`src/rtl/seq_btn_input_pkg.sv`:
```
// Shared constants for the sequence-analyzer button front end and its downstream shift-register stage.
package seq_pkg;

  localparam int N_BTN     = 4;
  localparam int SEQ_W     = 4;
  localparam int DEB_CNT_W = 8;
  localparam int REP_CNT_W = 10;

  localparam int DEF_CNT_WDT = 16;
  localparam int DEF_DIV_VAL = 48000;
  localparam int DEF_DEB_MS  = 20;
  localparam int DEF_REP_DLY = 500;
  localparam int DEF_REP_PER = 100;

  typedef logic [N_BTN-1:0] btn_vec_t;
  typedef logic [SEQ_W-1:0] seq_code_t;

endpackage

```
`src/rtl/seq_btn_input_if.sv`:
```
// Button/strobe bundle between the raw button source and the debounced press stage.
interface seq_btn_input_if;
  import seq_pkg::*;

  btn_vec_t  BTN;
  logic      CE_1K;
  btn_vec_t  BTN_STATE;
  seq_code_t SEQ;
  logic      BTN_OR;

  modport master (output BTN, input CE_1K, BTN_STATE, SEQ, BTN_OR);
  modport slave  (input BTN, output CE_1K, BTN_STATE, SEQ, BTN_OR);
endinterface

```
`src/rtl/seq_btn_input_btn_debounce.sv`:
```
// One button channel: 2-FF synchroniser, tick-driven debounce counter, stable level and rise flag.
module btn_debounce
  import seq_pkg::*;
#(
  parameter int DEB_MS = DEF_DEB_MS
) (
  input  logic CLK_48,
  input  logic SYS_NRST,
  input  logic i_btn,
  input  logic i_ce,
  output logic o_state,
  output logic o_state_nxt,
  output logic o_rise
);

  logic [1:0]           r_sync;
  logic [DEB_CNT_W-1:0] r_cnt;
  logic                 r_state;
  logic                 w_btn_s;
  logic                 w_accept;

  assign w_btn_s  = r_sync[1];
  assign w_accept = i_ce && (w_btn_s != r_state) && (r_cnt == DEB_CNT_W'(DEB_MS - 1));

  // Any sampled agreement with the stable level restarts the count, so bounces never accumulate.
  always_ff @(posedge CLK_48 or negedge SYS_NRST) begin
    if (!SYS_NRST) begin
      r_sync  <= '0;
      r_cnt   <= '0;
      r_state <= 1'b0;
    end else begin
      r_sync <= {r_sync[0], i_btn};
      if (i_ce) begin
        if (w_btn_s == r_state) begin
          r_cnt <= '0;
        end else if (w_accept) begin
          r_state <= w_btn_s;
          r_cnt   <= '0;
        end else begin
          r_cnt <= r_cnt + 1'b1;
        end
      end
    end
  end

  assign o_state     = r_state;
  assign o_state_nxt = w_accept ? w_btn_s : r_state;
  assign o_rise      = w_accept && w_btn_s;

endmodule

```
`src/rtl/seq_btn_input.sv`:
```
// Button input stage: 1 kHz prescaler, N_BTN debounce channels, press strobe and SEQ latch.
// Optional auto-repeat of the held code is built when SEQ_BTN_AUTO_REPEAT_EN is defined.
module seq_btn_input
  import seq_pkg::*;
#(
  parameter int CNT_WDT = DEF_CNT_WDT,
  parameter int DIV_VAL = DEF_DIV_VAL,
  parameter int DEB_MS  = DEF_DEB_MS,
  parameter int REP_DLY = DEF_REP_DLY,
  parameter int REP_PER = DEF_REP_PER
) (
  input logic             CLK_48,
  input logic             SYS_NRST,
  seq_btn_input_if.slave  bus
);

  logic [CNT_WDT-1:0] r_presc;
  logic               r_ce;
  logic               w_wrap;
  btn_vec_t           w_state;
  btn_vec_t           w_state_nxt;
  btn_vec_t           w_rise;
  logic               w_rep;
  logic               w_strobe;
  logic               r_btn_or;
  seq_code_t          r_seq;

  assign w_wrap = (r_presc == CNT_WDT'(DIV_VAL - 1));

  // CE_1K is registered off the wrap, so the first tick lands DIV_VAL clocks after reset.
  always_ff @(posedge CLK_48 or negedge SYS_NRST) begin
    if (!SYS_NRST) begin
      r_presc <= '0;
      r_ce    <= 1'b0;
    end else begin
      r_presc <= w_wrap ? '0 : r_presc + 1'b1;
      r_ce    <= w_wrap;
    end
  end

  for (genvar i = 0; i < N_BTN; i++) begin : g_chan
    btn_debounce #(.DEB_MS(DEB_MS)) u_deb (
      .CLK_48      (CLK_48),
      .SYS_NRST    (SYS_NRST),
      .i_btn       (bus.BTN[i]),
      .i_ce        (r_ce),
      .o_state     (w_state[i]),
      .o_state_nxt (w_state_nxt[i]),
      .o_rise      (w_rise[i])
    );
  end

`ifdef SEQ_BTN_AUTO_REPEAT_EN
  logic [REP_CNT_W-1:0] r_hold;
  logic                 r_rep_armed;
  logic                 w_change;

  assign w_change = (w_state_nxt != w_state);
  assign w_rep    = r_ce && !w_change && (w_state != '0) &&
                    (r_hold == (r_rep_armed ? REP_CNT_W'(REP_PER - 1) : REP_CNT_W'(REP_DLY - 1)));

  // Hold counter restarts on every level change; after the first repeat it switches to the short period.
  always_ff @(posedge CLK_48 or negedge SYS_NRST) begin
    if (!SYS_NRST) begin
      r_hold      <= '0;
      r_rep_armed <= 1'b0;
    end else if (r_ce) begin
      if (w_change || (w_state == '0)) begin
        r_hold      <= '0;
        r_rep_armed <= 1'b0;
      end else if (w_rep) begin
        r_hold      <= '0;
        r_rep_armed <= 1'b1;
      end else begin
        r_hold <= r_hold + 1'b1;
      end
    end
  end
`else
  assign w_rep = 1'b0;
`endif

  assign w_strobe = (|w_rise) || w_rep;

  // SEQ captures the post-update levels so chords and held-plus-new presses show every set bit.
  always_ff @(posedge CLK_48 or negedge SYS_NRST) begin
    if (!SYS_NRST) begin
      r_btn_or <= 1'b0;
      r_seq    <= '0;
    end else begin
      r_btn_or <= w_strobe;
      if (w_strobe) r_seq <= w_state_nxt;
    end
  end

  assign bus.CE_1K     = r_ce;
  assign bus.BTN_STATE = w_state;
  assign bus.SEQ       = r_seq;
  assign bus.BTN_OR    = r_btn_or;

endmodule

```
`src/flat_wrapper.sv`:
```
// flat-port wrapper written by rule: the top's interface ports become plain ports
module seq_btn_input_flat import seq_pkg::*;
#(
  parameter int CNT_WDT = DEF_CNT_WDT,
  parameter int DIV_VAL = DEF_DIV_VAL,
  parameter int DEB_MS  = DEF_DEB_MS,
  parameter int REP_DLY = DEF_REP_DLY,
  parameter int REP_PER = DEF_REP_PER
)
  (CLK_48, SYS_NRST, bus_BTN, bus_CE_1K, bus_BTN_STATE, bus_SEQ, bus_BTN_OR);
  seq_btn_input_if bus_i ();
  input logic CLK_48;
  input logic SYS_NRST;
  input wire logic [$bits(bus_i.BTN)-1:0] bus_BTN;
  output wire logic [$bits(bus_i.CE_1K)-1:0] bus_CE_1K;
  output wire logic [$bits(bus_i.BTN_STATE)-1:0] bus_BTN_STATE;
  output wire logic [$bits(bus_i.SEQ)-1:0] bus_SEQ;
  output wire logic [$bits(bus_i.BTN_OR)-1:0] bus_BTN_OR;
  assign bus_i.BTN = bus_BTN;
  assign bus_CE_1K = bus_i.CE_1K;
  assign bus_BTN_STATE = bus_i.BTN_STATE;
  assign bus_SEQ = bus_i.SEQ;
  assign bus_BTN_OR = bus_i.BTN_OR;
  seq_btn_input #(.CNT_WDT(CNT_WDT), .DIV_VAL(DIV_VAL), .DEB_MS(DEB_MS), .REP_DLY(REP_DLY), .REP_PER(REP_PER)) u_core (.CLK_48(CLK_48), .SYS_NRST(SYS_NRST), .bus(bus_i));
endmodule
```
`config.mk`:
```
export PLATFORM = sky130hd
export DESIGN_NAME = seq_btn_input_flat
export DESIGN_NICKNAME = d
export VERILOG_FILES = /design/src/rtl/seq_btn_input_pkg.sv /design/src/rtl/seq_btn_input_if.sv /design/src/rtl/seq_btn_input_btn_debounce.sv /design/src/rtl/seq_btn_input.sv /design/src/flat_wrapper.sv
export SDC_FILE = /design/constraint.sdc
export NUM_CORES = 1
export LEC_CHECK = 0
export CELL_PAD_IN_SITES_DETAIL_PLACEMENT = 0
export CELL_PAD_IN_SITES_GLOBAL_PLACEMENT = 1
export CORE_MARGIN = 2
export CORE_UTILIZATION = 42
export DETAILED_ROUTE_END_ITERATION = 7
export PLACE_DENSITY = 0.71
export SETUP_SLACK_MARGIN = 0.05
export SYNTH_ARGS = -nofsm -noshare
export SYNTH_HDL_FRONTEND = slang
export SYNTH_SLANG_ARGS = --single-unit
```
`constraint.sdc`:
```
create_clock -name CLK_48 -period 3.8 [get_ports CLK_48]
set_input_delay 0.76 -clock CLK_48 [delete_from_list [all_inputs] [get_ports CLK_48]]
set_output_delay 0.76 -clock CLK_48 [all_outputs]
set_load 0.01 [all_outputs]
```
==> metrics.md <==
| Metric | Value |
|---|---|
| Crit path max fanout | 25 |
| Post-Syn Area | 0.00313 mm2 |
| CTS tree | built |
| Actual slew at the worst max-slew pin | 839 ps |
| Final setup viols | 0 |
| Slowest stage delay, CP | 590 ps |
| Total gr overflow | 0 |
| Critical path arrival | 1540 ps |
| Dominant cell type by area after synthesis | dfrtp_1 |
| Fin crit share | 0.606 |
| CP Class | flip-flop to output port |
| Number of max-cap violations | 0 |
| Hold_sp | u_core.g_chan[0].u_deb.r_sync[0] |
| Top FF cell, synth | dfrtp_1 |
| R2R cell count | 4 |
| Post-route cell area | 0.00352 mm2 |
| Pwr/cell area | 345 mW/mm2 |
| DRC | 0 |
| Min-Delay Endpoint | u_core.g_chan[0].u_deb.r_sync[1] |
| Type of origin of the critical path | flip-flop |
| Layout cells sized above 1 | 0.108 |
| Post-CTS Setup Bufs | 0 |
| Initial antenna violation count | 0 |
| Cell depth of the worst setup path | 2 |
| Core area | 0.00721 mm2 |
| Root buffer cell | clkbuf_8 |
| First drt pass iteration count | 4 |
| Area Overhead vs Synth | 12.8% |
| Mean Syn Cell Area | 11.1 um2 |
| Worst R2R End | u_core.g_chan[1].u_deb.r_cnt[4] |
| Cts bufs inserted | 9 |
| Syn Nets | 292 |
| WP data required | 3040 ps |
| P_sw | 0.272 mW |
| Combinational power share | 0.018 |
| Crit path capture type | output port |
| Worst setup margin | 1500 ps |
| #FFs+latches synth | 66 |
| DP HPWL | 3560 um |
| DIE HEIGHT | 90.3 um |
| Pwr Total | 1.22 mW |
| First-pass GRT wire length | 10,200 um |
| Cell Chain, Critical Path | buf_4, clkdlybuf4s50_1 |
| Pins Over Slew Limit | 0 |
| Number of global-route vias before repair | 2,155 |
| Area after DPL | 0.00337 mm2 |
| Top delay family on crit path | buffers and inverters |
| Flop pwr share | 0.583 |
| Starting Density | 0.433 |
| Register clock-pin slew on the reported worst setup and hold paths | 70 ps |
| Register area share after synthesis | 0.528 |
| Area contributors post-synth | dfrtp_1 53%, xnor2_1 5.3%, nand3_1 3.0%, nor2_1 2.4%, ha_1 2.0% |
| FP Rows | 31 |
| ANT cells | 0 |
| DP Worst Slack | 1540 ps |
| Worst hold path type | flip-flop to flip-flop |
| RSZ-0062 raised after global routing | no |
| Placer Congestion | 0.743 |
| Clock Latency Late Sink | 340 ps |
| Status | completed |
| Switching Share | 0.224 |
| Period minus WS final | 2300 ps |
| Via Count | 2,130 |
| Buf+Inv Stages, Crit Path | 2 |
| Yosys warns | 0 |
| Antenna-violating nets left | 0 |
| R2r startpoint | u_core.g_chan[1].u_deb.r_cnt[2] |
| Total routing usage reported by global routing | 0.156 |
| Cts hold-fix bufs | 0 |
| Slowest CP cell | clkdlybuf4s50_1 |
| Routed vias/inst | 5.27 |
| Final Routed Wirelength | 5580 um |
| Post-CTS sizing | 0 |
| Area share of the largest cell type after synthesis | 0.528 |
| DIE AREA | 0.00815 mm2 |
| Max clock buf depth | 2 |
| Io pins | 16 |
| Clock Power Share | 0.400 |
| CTS H-tree lvls | 3 |
| FMAX | 434 MHz |
| WL per Instance | 13.8 um |
| Clock sink count | 66 |
| Setup_tns | 0 ps |
| Skew final | 5.57 ps |
| DR iter-0 viols | 86 |
| Post-synth ARST share | 1.00 |
| Largest net degree at the start of global routing | 67 |
| Synth cell types | 43 |
| Worst vdd ir | 206 uV |
| Hold depth | 0 |
| IO Port Bufs | 15 |
| Die W | 90.3 um |
| Post-Syn Instances | 281 |
| Normalized max-slew margin | 0.441 |
| Post-layout net count | 312 |
| Final Hold Violating Endpoints | 0 |
| Hold WS | 351 ps |
| Internal power | 0.945 mW |
| Number of synthesized flops with an enable pin | 0 |
| Leak | 1.56 nW |
| R2r setup slk | 1530 ps |
## cells by family (layout without fill, tap and decap cells)
kind of cell             Yosys count  after routing  share of synthesized area
adder cells (fa/ha/maj)            5              5                     0.0200
flip-flops                        66             66                      0.528
AO/OA/AOI/OAI                     50             50                      0.116
buffers and inverters             19             43                     0.0288
multiplexers                      11             11                     0.0432
AND/OR/NAND/NOR                  105            105                      0.193
XOR/XNOR                          25             25                     0.0701
## worst max path at each step
stage                                                  to                       startpoint
after floorplan                         u_core.bus.SEQ[0]  u_core.g_chan[1].u_deb.r_cnt[2]
after global placement    u_core.g_chan[1].u_deb.r_cnt[3]  u_core.g_chan[1].u_deb.r_cnt[2]
after CTS                                       bus_CE_1K                 u_core.bus.CE_1K
after global routing      u_core.g_chan[1].u_deb.r_cnt[2]  u_core.g_chan[1].u_deb.r_cnt[2]
after detailed placement  u_core.g_chan[1].u_deb.r_cnt[6]  u_core.g_chan[1].u_deb.r_cnt[2]
final                                           bus_CE_1K                 u_core.bus.CE_1K
## sequential cells by signal, summed over array words and instances (netlist names)
name / count
u_core.bus.BTN_OR: 1
u_core.bus.CE_1K: 1
u_core.bus.SEQ: 4
u_core.g_chan.u_deb.o_state: 4
u_core.g_chan.u_deb.r_cnt: 32
u_core.g_chan.u_deb.r_sync: 8
u_core.r_presc: 16
## worst reg2reg max path: stages (launching register included)
cell,delay (ps)
dfrtp_1,430
or4_4,580
o311ai_2,730
o21ai_0,210
a21o_1,210
## routing by layer
layer	wire length, um	track usage
met2	2480	0.240
met4	78	0.0487
met1	2840	0.206
met5	0	0
met3	180	0.0601
## area by class of cell
cell class	instances	area, um2
clock buffer	12	135
clock inverter	3	17.5
fill	697	3690
inverter	8	30.0
multi-input combinational	196	1380
sequential	66	1650
tap	99	124
timing repair buffer	20	183
## stage by stage
| step | instances | utilization |
|---|---|---|
| 6_report | 404 | 0.489 |
| 4_1_cts | 404 | 0.489 |
| 3_5_place_dp | 389 | 0.467 |
| 3_3_place_gp | 389 | 0.467 |
| 2_1_floorplan | 281 | - |
| 5_1_grt | 404 | 0.489 |
## power groups by stage
stage               clock, mW  sequential, mW  combinational, mW
floorplan                   0           0.722            0.00287
global placement            0           0.723             0.0228
detailed placement          0           0.723             0.0229
CTS                     0.509           0.709             0.0231
global route            0.539           0.709             0.0261
finish                  0.486           0.709             0.0215
## cells in the final DEF, fill, tap and decap left out, drive strengths merged, types with 7 or more instances in the layout
cell type	netlist	final
dfrtp	66	66
nor2	20	20
nand3	19	19
xnor2	19	19
clkdlybuf4s50	0	14
o21ai	12	12
clkbuf	6	12
nand2	11	11
nor4	8	8
nand4	8	8
a21o	8	8
mux2	8	8
inv	7	7
nor3	7	7
a22o	7	7
## cell usage after synthesis, drive strengths merged, types with 5 or more instances
cell type	instances
a21o	8
a22o	7
and3	6
buf	5
clkbuf	6
dfrtp	66
ha	5
inv	7
mux2	8
nand2	11
nand3	19
nand4	8
nor2	20
nor3	7
nor3b	6
nor4	8
o21ai	12
o2bb2ai	6
xnor2	19
xor2	6
Power figures use the tool's default switching activity.
